`src/rtl/tristate_bus_arbiter_pkg.sv`:
```
// Shared types and helpers for the tri-state bus arbiter.
package tristate_arb_pkg;

    typedef enum logic [1:0] {
        ARB_IDLE       = 2'd0,
        ARB_GRANT      = 2'd1,
        ARB_TURNAROUND = 2'd2
    } arb_state_e;

    // Index width that never collapses to zero bits.
    function automatic int idx_w(input int n);
        return (n > 1) ? $clog2(n) : 1;
    endfunction

endpackage

```
`src/rtl/tristate_bus_arbiter_if.sv`:
```
// Requester/arbiter bundle: level requests in, one-hot pad enables and owner out.
interface tristate_bus_arbiter_if
    import tristate_arb_pkg::*;
#(
    parameter int NUM_REQ = 4
);
    logic [NUM_REQ-1:0]        req;
    logic [NUM_REQ-1:0]        drive_en;
    logic                      bus_idle;
    logic [idx_w(NUM_REQ)-1:0] owner_id;

    modport master (
        input  req,
        output drive_en,
        output bus_idle,
        output owner_id
    );

    modport slave (
        output req,
        input  drive_en,
        input  bus_idle,
        input  owner_id
    );
endinterface

```
`src/rtl/tristate_bus_arbiter_rr_priority_pick.sv`:
```
// Round-robin pick: first set request at or after rr_ptr, wrapping to index 0.
module rr_priority_pick
    import tristate_arb_pkg::*;
#(
    parameter int NUM_REQ = 4,
    localparam int IW = idx_w(NUM_REQ)
) (
    input  logic [NUM_REQ-1:0] req_i,
    input  logic [IW-1:0]      rr_ptr_i,
    output logic               any_req_o,
    output logic [IW-1:0]      pick_idx_o
);

    logic [NUM_REQ-1:0] upper_mask;
    logic [NUM_REQ-1:0] upper_req;
    logic [NUM_REQ-1:0] search_req;

    // Requests at or above the pointer win; otherwise fall back to the wrapped set.
    always_comb begin
        upper_mask = ~((NUM_REQ'(1) << rr_ptr_i) - NUM_REQ'(1));
        upper_req  = req_i & upper_mask;
        search_req = (|upper_req) ? upper_req : req_i;
        any_req_o  = |req_i;
        pick_idx_o = '0;
        for (int i = NUM_REQ - 1; i >= 0; i--) begin
            if (search_req[i]) begin
                pick_idx_o = IW'(i);
            end
        end
    end

endmodule

```
`src/rtl/tristate_bus_arbiter.sv`:
```
// Round-robin owner of a shared tri-state bus with a forced all-released gap
// between owners and an optional hold limit when others are waiting.
//
//   state      | meaning
//   -----------+-------------------------------------------------------------
//   IDLE       | bus released, nobody requesting; grant on first request
//   GRANT      | drive_en[owner] high; release on req drop or hold limit
//   TURNAROUND | bus released for TURNAROUND cycles, arbitrate on the last
module tristate_bus_arbiter
    import tristate_arb_pkg::*;
#(
    parameter int NUM_REQ    = 4,
    parameter int TURNAROUND = 1,
    parameter int MAX_HOLD   = 8
) (
    input  logic                   clk_i,
    input  logic                   rst_n_i,
    tristate_bus_arbiter_if.master bus
);

    localparam int IW = idx_w(NUM_REQ);
    localparam int HW = (MAX_HOLD > 0) ? $clog2(MAX_HOLD + 1) : 1;
    localparam int TW = $clog2(TURNAROUND + 1);

    localparam logic [1:0] ST_IDLE       = ARB_IDLE;
    localparam logic [1:0] ST_GRANT      = ARB_GRANT;
    localparam logic [1:0] ST_TURNAROUND = ARB_TURNAROUND;

    if (NUM_REQ < 2) begin : g_bad_num_req
        $error("tristate_bus_arbiter: NUM_REQ must be >= 2");
    end
    if (TURNAROUND < 1) begin : g_bad_turnaround
        $error("tristate_bus_arbiter: TURNAROUND must be >= 1");
    end

    logic [1:0]         state_q,    state_d;
    logic [NUM_REQ-1:0] drive_en_q, drive_en_d;
    logic               bus_idle_q, bus_idle_d;
    logic [IW-1:0]      owner_q,    owner_d;
    logic [IW-1:0]      rr_ptr_q,   rr_ptr_d;
    logic [HW-1:0]      hold_q,     hold_d;
    logic [TW-1:0]      ta_q,       ta_d;

    logic               any_req;
    logic [IW-1:0]      pick_idx;
    logic               others_req;
    logic               hold_hit;
    logic               owner_drop;

    rr_priority_pick #(
        .NUM_REQ (NUM_REQ)
    ) u_pick (
        .req_i      (bus.req),
        .rr_ptr_i   (rr_ptr_q),
        .any_req_o  (any_req),
        .pick_idx_o (pick_idx)
    );

    // drive_en_q is the owner's one-hot mask while in GRANT.
    assign others_req = |(bus.req & ~drive_en_q);
    assign hold_hit   = (MAX_HOLD != 0) && (hold_q == HW'(MAX_HOLD));
    assign owner_drop = !bus.req[owner_q];

    always_comb begin
        state_d    = state_q;
        drive_en_d = drive_en_q;
        bus_idle_d = bus_idle_q;
        owner_d    = owner_q;
        rr_ptr_d   = rr_ptr_q;
        hold_d     = hold_q;
        ta_d       = ta_q;

        case (state_q)
            ST_IDLE: begin
                if (any_req) begin
                    state_d    = ST_GRANT;
                    drive_en_d = NUM_REQ'(1) << pick_idx;
                    bus_idle_d = 1'b0;
                    owner_d    = pick_idx;
                    hold_d     = HW'(1);
                end
            end

            ST_GRANT: begin
                if (owner_drop || (hold_hit && others_req)) begin
                    state_d    = ST_TURNAROUND;
                    drive_en_d = '0;
                    bus_idle_d = 1'b1;
                    rr_ptr_d   = (owner_q == IW'(NUM_REQ - 1)) ? '0 : owner_q + IW'(1);
                    ta_d       = TW'(TURNAROUND);
                end else if ((MAX_HOLD != 0) && !hold_hit) begin
                    hold_d = hold_q + HW'(1);
                end
            end

            ST_TURNAROUND: begin
                ta_d = ta_q - TW'(1);
                if (ta_q == TW'(1)) begin
                    if (any_req) begin
                        state_d    = ST_GRANT;
                        drive_en_d = NUM_REQ'(1) << pick_idx;
                        bus_idle_d = 1'b0;
                        owner_d    = pick_idx;
                        hold_d     = HW'(1);
                    end else begin
                        state_d = ST_IDLE;
                    end
                end
            end

            default: begin
                state_d    = ST_IDLE;
                drive_en_d = '0;
                bus_idle_d = 1'b1;
            end
        endcase
    end

    always_ff @(posedge clk_i) begin
        if (!rst_n_i) begin
            state_q    <= ST_IDLE;
            drive_en_q <= '0;
            bus_idle_q <= 1'b1;
            owner_q    <= '0;
            rr_ptr_q   <= '0;
            hold_q     <= '0;
            ta_q       <= '0;
        end else begin
            state_q    <= state_d;
            drive_en_q <= drive_en_d;
            bus_idle_q <= bus_idle_d;
            owner_q    <= owner_d;
            rr_ptr_q   <= rr_ptr_d;
            hold_q     <= hold_d;
            ta_q       <= ta_d;
        end
    end

    assign bus.drive_en = drive_en_q;
    assign bus.bus_idle = bus_idle_q;
    assign bus.owner_id = owner_q;

    a_onehot: assert property (@(posedge clk_i) disable iff (!rst_n_i)
        $onehot0(drive_en_q));

    a_idle_match: assert property (@(posedge clk_i) disable iff (!rst_n_i)
        bus_idle_q == (drive_en_q == '0));

    a_no_handover: assert property (@(posedge clk_i) disable iff (!rst_n_i)
        (drive_en_q != '0) |=> ((drive_en_q == '0) || $stable(drive_en_q)));

    // Zero cycles seen since the bus was last driven; 0 means "was driving".
    int gap_run_q;

    always_ff @(posedge clk_i) begin
        if (!rst_n_i) begin
            gap_run_q <= TURNAROUND;
        end else if (drive_en_q == '0) begin
            gap_run_q <= (gap_run_q < TURNAROUND) ? gap_run_q + 1 : gap_run_q;
        end else begin
            a_gap: assert (gap_run_q == 0 || gap_run_q >= TURNAROUND);
            gap_run_q <= 0;
        end
    end

endmodule

```
`src/flat_wrapper.sv`:
```
// flat-port wrapper written by rule: the top's interface ports become plain ports
module tristate_bus_arbiter_flat import tristate_arb_pkg::*;
#(
    parameter int NUM_REQ    = 4,
    parameter int TURNAROUND = 1,
    parameter int MAX_HOLD   = 8
)
  (clk_i, rst_n_i, bus_req, bus_drive_en, bus_bus_idle, bus_owner_id);
  tristate_bus_arbiter_if #(.NUM_REQ(NUM_REQ)) bus_i ();
  input  logic clk_i;
  input  logic rst_n_i;
  input wire logic [$bits(bus_i.req)-1:0] bus_req;
  output wire logic [$bits(bus_i.drive_en)-1:0] bus_drive_en;
  output wire logic [$bits(bus_i.bus_idle)-1:0] bus_bus_idle;
  output wire logic [$bits(bus_i.owner_id)-1:0] bus_owner_id;
  assign bus_i.req = bus_req;
  assign bus_drive_en = bus_i.drive_en;
  assign bus_bus_idle = bus_i.bus_idle;
  assign bus_owner_id = bus_i.owner_id;
  tristate_bus_arbiter #(.NUM_REQ(NUM_REQ), .TURNAROUND(TURNAROUND), .MAX_HOLD(MAX_HOLD)) u_core (.clk_i(clk_i), .rst_n_i(rst_n_i), .bus(bus_i));
endmodule
```
`config.mk`:
```
export PLATFORM = sky130hd
export DESIGN_NAME = tristate_bus_arbiter_flat
export DESIGN_NICKNAME = d
export VERILOG_FILES = /design/src/rtl/tristate_bus_arbiter_pkg.sv /design/src/rtl/tristate_bus_arbiter_if.sv /design/src/rtl/tristate_bus_arbiter_rr_priority_pick.sv /design/src/rtl/tristate_bus_arbiter.sv /design/src/flat_wrapper.sv
export SDC_FILE = /design/constraint.sdc
export NUM_CORES = 1
export LEC_CHECK = 0
export CORE_ASPECT_RATIO = 1.2
export CORE_MARGIN = 1.5
export CORE_UTILIZATION = 55
export CTS_BUF_LIST = sky130_fd_sc_hd__clkbuf_4 sky130_fd_sc_hd__clkbuf_8
export CTS_CLUSTER_DIAMETER = 100
export DETAILED_ROUTE_END_ITERATION = 10
export PLACE_DENSITY = 0.81
export SYNTH_ARGS = -nofsm -noshare
export SYNTH_HDL_FRONTEND = slang
export SYNTH_SLANG_ARGS = --single-unit
```
`constraint.sdc`:
```
create_clock -name clk_i -period 4.7 [get_ports clk_i]
set_input_delay 0.94 -clock clk_i [delete_from_list [all_inputs] [get_ports clk_i]]
set_output_delay 0.94 -clock clk_i [all_outputs]
set_load 0.05 [all_outputs]
```
Word level (Yosys, flattened, before mapping) --
Index checks and enable logic that the tools add are counted.
Storage, ports and cells: register bits after elaboration 16, input bits 6, output and inout bits 7, logic and storage cells 73
Cells by class: add/sub/neg operators 4, magnitude comparators 1, eq/ne operators 9, shift-type cells 2, multiplexer cells 30, bitwise logic cells 4, reduce and logical (&&, ||, !) cells 16
Operators with widths (number):
- $mux W4 | 8
- $pmux W4 S3 | 2
- $mux W2 | 10
- $reduce_or A4 Y1 | 3
- $and A4 B4 Y4 | 2
- $not A4 Y4 | 2
- $reduce_and A2 Y1 | 4
- $shl A1 B2 Y4 const A | 2
- $ne A2 B1 Y1 const B | 3
- $pmux W2 S3 | 1
- $mux W1 | 5
- $add A4 B1 Y4 const B | 1
- $eq A2 B2 Y1 const B | 2
- $eq A4 B4 Y1 const B | 1
- $ne A2 B2 Y1 const B | 2
- $pmux W2 S2 | 1
- $reduce_and A4 Y1 | 1
- $reduce_bool A2 Y1 | 2
- $sub A4 B2 Y4 const B | 1
- $lt A2 B3 Y1 const B | 1
- $pmux W1 S3 | 1
- $reduce_and A3 Y1 | 1
- $reduce_bool A3 Y1 | 1
- $add A2 B1 Y2 const B | 1
- 8 further kinds | 8

Depth between registers and ports, before layout --
Gate-level depths: netlist of run 1.
depth after elaboration 14, gate-level depth with buffers 7, mapped depth without buffers 7

By module --
A second synthesis of run 1 with hierarchy kept.
Unflattened totals: cells, all modules 99, area total of the unflattened synthesis 877.1 µm²
By module, submodules not included:
- tristate_bus_arbiter | times used 1, cells each 87, area each 803.3 µm², sequential area each 320.3 µm²
- rr_priority_pick | times used 1, cells each 12, area each 73.8 µm², sequential area each 0.0 µm²

Worst setup path after synthesis of run 1 --
No wires, ideal clock.
path type input to register, start input bus_req[0], end register u_core.hold_q[1], library setup time 0.126 ns, arrival time 2.223 ns, required time 4.574 ns, path slack 2.351 ns, stages 5, path buffers 0, path through nor2b_1 -> o41a_1 -> a2111oi_4 -> mux2i_1 -> nor2_1
On the way: cells in the longest elaborated chain, start to end 6, elaborated cells on any way between the ends 13, those cells by class 1 x eq/ne; 5 x mux; 1 x bitwise; 6 x reduce/logical
Ends and longest elaborated chain:
- start, declared | line flat_wrapper.sv:12 | input wire logic [$bits(bus_i.req)-1:0] bus_req;
- $bmux W1 S2 or $and A4 B4 Y4 (tied branches) | line tristate_bus_arbiter.sv:62, tristate_bus_arbiter.sv:60
- $mux W1 (not written as such) or $reduce_or A4 Y1 (tied branches) | line tristate_bus_arbiter.sv:62, tristate_bus_arbiter.sv:60
- $logic_not A1 Y1 or $logic_and A1 B1 Y1 (tied branches) | line tristate_bus_arbiter.sv:62, tristate_bus_arbiter.sv:85
- $logic_or A1 B1 Y1 | line tristate_bus_arbiter.sv:85 | if (owner_drop || (hold_hit && others_req)) begin
- $ne A2 B2 Y1 (no source line)
- $reduce_and A4 Y1 (no source line)
- end signal, assigned | line tristate_bus_arbiter.sv:134 | hold_q <= hold_d;
- end, declared | line tristate_bus_arbiter.sv:41 | logic [HW-1:0] hold_q, hold_d;
Parallel ways exist; a longest one is shown, timed or not. The select of a mux whose other input is x is not followed. A chain may end at the register's enable or synchronous reset.

Worst setup path after layout of run 1 --
start input bus_req[0], end register u_core.drive_en_q[2], in the netlist u_core.bus.drive_en[2]
On the way: cells in the longest elaborated chain, start to end 11, elaborated cells on any way between the ends 21, those cells by class 1 x eq/ne; 1 x shift; 10 x mux; 2 x bitwise; 7 x reduce/logical
Ends and longest elaborated chain:
- $and A4 B4 Y4 | line tristate_bus_arbiter_rr_priority_pick.sv:21 | upper_req = req_i & upper_mask;
- $reduce_or A4 Y1 | line tristate_bus_arbiter_rr_priority_pick.sv:22 | search_req = (|upper_req) ? upper_req : req_i;
- $mux W4 | line tristate_bus_arbiter_rr_priority_pick.sv:22
- $mux W2 (4 in a row) | line tristate_bus_arbiter_rr_priority_pick.sv:26 | if (search_req[i]) begin
- $shl A1 B2 Y4 | line tristate_bus_arbiter.sv:77, tristate_bus_arbiter.sv:101
- $mux W4 | line tristate_bus_arbiter.sv:75, tristate_bus_arbiter.sv:99
- $mux W4 | line tristate_bus_arbiter.sv:98 | if (ta_q == TW'(1)) begin
- $pmux W4 S3 | line tristate_bus_arbiter.sv:73 | case (state_q)
- end signal, assigned | line tristate_bus_arbiter.sv:130 | drive_en_q <= drive_en_d;
- end, declared | line tristate_bus_arbiter.sv:37 | logic [NUM_REQ-1:0] drive_en_q, drive_en_d;
Parallel ways exist; a longest one is shown, timed or not. The select of a mux whose other input is x is not followed.

==> results of run 1 <==
[worst max-delay path: cells and delay by family]
kind / cells / cell delay, ns
AOI/OAI and AO/OA: 4 / 1.32
and+or+nand+nor: 1 / 0.18
buffers and inverters: 1 / 0.51
[cell usage in the layout (no fill, tap or decap), types with 2 or more instances in the layout]
cell type        Yosys  layout
dfxtp_1             16      16
clkdlybuf4s50_1      0      12
inv_1               10      10
nor2_1               9       9
a21oi_1              8       8
nor2b_1              6       6
nand2_1              5       5
nor3_1               4       4
mux2i_1              4       4
o2bb2ai_1            3       3
nand3_1              3       3
ha_1                 3       3
clkbuf_4             0       3
o21ai_0              2       2
a221o_1              2       2
and3b_1              2       2
a22o_1               2       2
or2_2                2       2
nand2b_1             2       2
a21o_1               2       2
[state kept, by name (all words and copies together) (netlist names)]
name	cells
u_core.bus.drive_en	4
u_core.hold_q	4
u_core.bus.owner_id	2
u_core.rr_ptr_q	2
u_core.state_q	2
u_core.bus.bus_idle	1
u_core.ta_q	1
[routing by layer]
| layer | vias to the layer above | GRT usage [%] |
|---|---|---|
| li1 | 404 | - |
| met1 | 396 | 26.6 |
| met2 | 19 | 45.2 |
| met3 | 4 | 2.84 |
| met4 | 0 | 15.2 |
| met5 | - | 0 |
[how the worst max path moves through the flow]
stage | from | endpoint | slack, ns | cells after the start
4_1_cts | bus_req[0] | u_core.hold_q[1]$_SDFFE_PN0P_ | 1.99 | 6
3_3_place_gp | bus_req[0] | u_core.hold_q[1]$_SDFFE_PN0P_ | 1.77 | 6
2_1_floorplan | bus_req[0] | u_core.hold_q[1]$_SDFFE_PN0P_ | 2.35 | 5
5_1_grt | bus_req[0] | u_core.hold_q[1]$_SDFFE_PN0P_ | 1.88 | 6
6_report | bus_req[0] | u_core.bus.drive_en[2]$_SDFFE_PN0P_ | 1.97 | 6
3_5_place_dp | bus_req[0] | u_core.hold_q[1]$_SDFFE_PN0P_ | 1.70 | 6
[cells in the mapped netlist, drive strengths merged (2+ instances only)]
cell type	count	area (um^2)
a22o	2	17.5
a221o	2	20.0
nand2	5	18.8
nand3	3	15.0
or2	2	12.5
and3b	2	17.5
o2bb2ai	4	41.3
o21ai	3	15.0
nor3	4	20.0
nor2b	6	37.5
mux2i	4	40.0
dfxtp	16	320
nand2b	2	12.5
inv	10	37.5
ha	3	37.5
nor2	9	33.8
a21oi	8	40.0
a21o	2	15.0
[final cells by class]
type,count,area (um^2)
Clock buffer,4,36.3
Multi-Input combinational cell,75,527
Timing Repair Buffer,12,120
Sequential cell,16,320
Tap cell,17,21.3
Fill cell,130,420
Inverter,10,37.5
[cells by family after synthesis]
logic type / synth area share [%]
multiplexers: 5.77
AO/OA/AOI/OAI: 28.0
adder cells (fa/ha/maj): 4.22
buffers and inverters: 4.78
AND/OR/NAND/NOR: 21.2
flip-flops: 36.0
[power groups by stage]
stage	Sequential, mW	Combinational [mW]	Clock, mW
global placement	0.169	0.117	0
floorplan	0.185	0.0714	0
finish	0.167	0.122	0.0906
global route	0.170	0.133	0.0958
CTS	0.167	0.122	0.0916
detailed placement	0.170	0.121	0
[per-stage QoR]
step	std cells	instance area [um^2]	setup slack [ns]	util (%)	hold WS (ns)
after detailed placement	130	1030	1.70	69.2	0.449
final	134	1060	1.97	71.6	0.456
after global placement	130	1030	1.77	69.2	0.440
after global routing	134	1060	1.88	71.6	0.499
after CTS	134	1060	1.99	71.6	0.462
after floorplan	102	890	2.35	-	0.432
==> out/metrics.cfg, run 1 <==
[outcome]
status=completed

[finish]
syn2layout_area_growth_pct=19.4
drive_gt1_share_pct=7.69
finalNetCount=127
diodes=0

[sta]
setup_tns_ns=0
worstMarginPinSlew_ns=0.657
drv_slew=0
clock_skew_ns=0.000936
post-route-period-util_pct=58.0
min_period_ns=2.73
rsz0062_at_grt=no
hold_viol=0
slew_headroom_pct=55.9
setup_viol=0
max_freq_mhz=367

[cts]
cts_hold_buffers=0
cts_sinks=16
cts_max_level=1
path_clk_slew_ns=0.09
cts_tree=done
insertion_delay_ns=0.28
clock_path_buffers=2
cts_resized=0
cts-root-buf=clkbuf_4
numCtsBuffers=3
post_cts_buffers=0

[power]
p_leak_nw=0.427
clkPwrFrac_pct=23.9
seq_power_share_pct=44.1
switching_share_pct=35.0
internal-power_uw=247
p_per_area_nw_per_um2=357
p_switching_uw=133
combPwrFrac_pct=32.0
vdd_ir_drop_max_mv=0.258
p_total_uw=380

[floorplan]
io_pins=13
coreArea_um2=1480
die_area_um2=1870
chipHeight_um=47.1
start_util_pct=60.0
rows=15
die_x_um=39.7

[synthesis]
yosysWarnings=0
synth_edf_count=0
synth-seq-cells=16
synth-main-ff-cell=dfxtp_1
synth_area_per_cell_um2=8.72
yosysSeqAreaShare_pct=36.0
syn-num-nets=111
syn-cell-area_um2=890
synth-async-reset-ratio_pct=0
synth_cell_types=35
netlist_instances=102

[worst_hold_path]
hp-class=flip-flop to flip-flop
min_to=u_core.rr_ptr_q[0]$_SDFFE_PN0P_
min_from=u_core.rr_ptr_q[0]$_SDFFE_PN0P_
holdPathStages=2

[routing]
wl_met1_um=842
dr_wl_met3_um=62
vias=823
drc=0
first_iter_violations=16
wl_per_cell_um=14.8
top_layer_used=met4
firstDrtPassIters=4
totalWireLength_mm=1.99
wl_met2_mm=1.05
vias_per_cell=6.14
ant_nets=0

[critical_path]
startpoint_type=input port
crit_type=input port to flip-flop
r2r_start=u_core.hold_q[0]$_SDFFE_PN0P_
cpPeakStageDelay_ns=0.51
ff2ff_path_depth=7
worstPathArrival_ns=2.96
crit_chain=clkdlybuf4s50_1 -> nor2b_1 -> o41a_1 -> a211o_1 -> o32ai_1 -> a22o_1
reg2reg_slack_ns=2.80
critPathSlowestCell=clkdlybuf4s50_1
endpoint_kind=flip-flop
regToRegEndpoint=u_core.bus.drive_en[2]$_SDFFE_PN0P_
required_ns=4.93
path_max_fanout=7

[placed_design]
port-buffer-count=12
hpwl_mm=1.47
gp_congestion=0.852

[grt]
grt.total_usage_pct=24.8
grt.overflow.total=0
grt_pass1_vias=766
grt_max_degree=11
grt_pass1_wl_mm=3.13
antenna_found_initial=0

[run]
maxCapViolCount=0

No activity file was read; power rests on OpenSTA's default activity.
==> run 2, diff against run 1 <==
==> constraint.sdc (replaced) <==
create_clock -name clk_i -period 2.65 [get_ports clk_i]
set_input_delay 0.53 -clock clk_i [delete_from_list [all_inputs] [get_ports clk_i]]
set_output_delay 0.53 -clock clk_i [all_outputs]
set_load 0.05 [all_outputs]
==> run 2 against run 1 <==
  * Clock skew up 0.00065 ns
  * First-iteration DRC count decreased by 50%
  * Final area is 2.2% higher
  * Combinational power up 84%
  * Die area unchanged
  * Total power up 70%
  * Hold slack got worse by 0.0024 ns
  * Via count shrank 4.7%
  * Worst setup slack got worse by 1.5 ns
  * Sequential share of layout area is 0.66 points lower
  * Critical path depth is the same
  * Routed wire length decreased by 4.7%
==> out/metrics.cfg, run 2 (same netlist as run 1, synthesis figures left out) <==
[sta]
layout_setup_ws_ns=0.451
clock_skew_ns=0.00159
setup_tns_ns=0
post-route-period-util_pct=83.0
worstMarginPinSlew_ns=0.500
rsz0062_at_grt=no
drv_slew=0
max_freq_mhz=455
min_period_ns=2.20
slew_headroom_pct=66.6
hold_viol=0
setup_viol=0

[floorplan]
rows=15
coreArea_um2=1480
start_util_pct=60.0
io_pins=13
die_area_um2=1870
chipHeight_um=47.1
die_x_um=39.7

[critical_path]
startpoint_type=input port
endpoint_kind=flip-flop
path_max_fanout=6
crit_type=input port to flip-flop
worstPathArrival_ns=2.40
required_ns=2.85
regToRegEndpoint=u_core.hold_q[0]$_SDFFE_PN0P_
ff2ff_path_depth=7
r2r_start=u_core.hold_q[0]$_SDFFE_PN0P_
reg2reg_slack_ns=0.76

[finish]
final_cell_mix=dfxtp_1, clkdlybuf4s50_1, inv_1
drive_gt1_share_pct=10.7
diodes=0
layout_commonest_cell=dfxtp_1
fin_cells=138
fillers=123
finalNetCount=132
syn2layout_area_growth_pct=22.1

[cts]
cts_resized=0
post_cts_buffers=0
cts_sinks=16
clock_path_buffers=2
numCtsBuffers=3
cts_hold_buffers=0
insertion_delay_ns=0.29
path_clk_slew_ns=0.09
cts_max_level=1
cts_tree=done
cts-root-buf=clkbuf_4

[outcome]
status=completed

[routing]
first_iter_violations=8
ant_nets=0
drc=0
totalWireLength_mm=1.89
wl_per_cell_um=13.7
firstDrtPassIters=4
vias_per_cell=5.68
vias=784

[worst_hold_path]
min_to=u_core.rr_ptr_q[0]$_SDFFE_PN0P_
hp-class=flip-flop to flip-flop
holdPathStages=2
min_from=u_core.rr_ptr_q[0]$_SDFFE_PN0P_

[run]
maxCapViolCount=0

[grt]
antenna_found_initial=0
grt.overflow.total=0
grt_max_degree=11
grt.total_usage_pct=24.5
grt_pass1_vias=730
grt_pass1_wl_mm=2.99

[placed_design]
place_inst=135
post-place-ws_ns=0.144
hpwl_mm=1.48
port-buffer-count=12
gp_congestion=0.874

[power]
vdd_ir_drop_max_mv=0.396
p_total_uw=647
p_per_area_nw_per_um2=596
p_leak_nw=0.445

## run 2: changes by cell type in the layout (fill, tap and decap cells not counted)
cell,previous run,this run
clkbuf_8,1,0
buf_4,0,5
## run 2: per-stage QoR
step | hold WS (ns) | cell area (um^2) | utilization, %
2_1_floorplan | 0.432 | 890 | -
5_1_grt | 0.499 | 1090 | 73.2
3_5_place_dp | 0.445 | 1060 | 71.7
6_report | 0.453 | 1090 | 73.2
3_3_place_gp | 0.439 | 1060 | 71.7
4_1_cts | 0.457 | 1090 | 73.2
## run 2: how the worst max path moves through the flow
stage | from | endpoint | slack [ns] | cells after the start
detailed placement | bus_req[2] | u_core.hold_q[1]$_SDFFE_PN0P_ | 0.14 | 6
global placement | bus_req[2] | u_core.hold_q[1]$_SDFFE_PN0P_ | 0.18 | 6
floorplan | u_core.bus.drive_en[0]$_SDFFE_PN0P_ | u_core.hold_q[1]$_SDFFE_PN0P_ | 0.64 | 5
global route | bus_req[2] | u_core.hold_q[0]$_SDFFE_PN0P_ | 0.26 | 6
CTS | bus_req[2] | u_core.hold_q[0]$_SDFFE_PN0P_ | 0.45 | 6
finish | bus_req[2] | u_core.hold_q[0]$_SDFFE_PN0P_ | 0.45 | 6
## run 2: layer usage
layer	global-route usage (%)	up-vias	routed length, um
met5	0	-	0
met4	14.5	0	46
met3	4.27	5	48
met2	43.9	14	964
met1	26.2	354	835
li1	-	411	-
## run 2: final cells by class
cell class	count	area (um^2)	area share, %
multi-input combinational	75	527	48.5
sequential	16	320	29.5
inverter	10	37.5	3.46
timing repair buffer	17	158	14.5
tap	17	21.3	1.96
clock buffer	3	22.5	2.07
## run 2: where the power goes
group / total, mW / internal (mW) / switching, mW / leakage (nW)
registers: 0.296 / 0.266 / 0.0301 / 0.131
clock network: 0.126 / 0.0529 / 0.0735 / 0.0138
logic: 0.224 / 0.0958 / 0.128 / 0.300
## run 2: critical path, cell delays in order
cell	delay, ns
clkdlybuf4s50_1	0.49
nor2b_1	0.17
o41a_1	0.43
a2111oi_4	0.46
nor2_1	0.09
a211oi_1	0.22
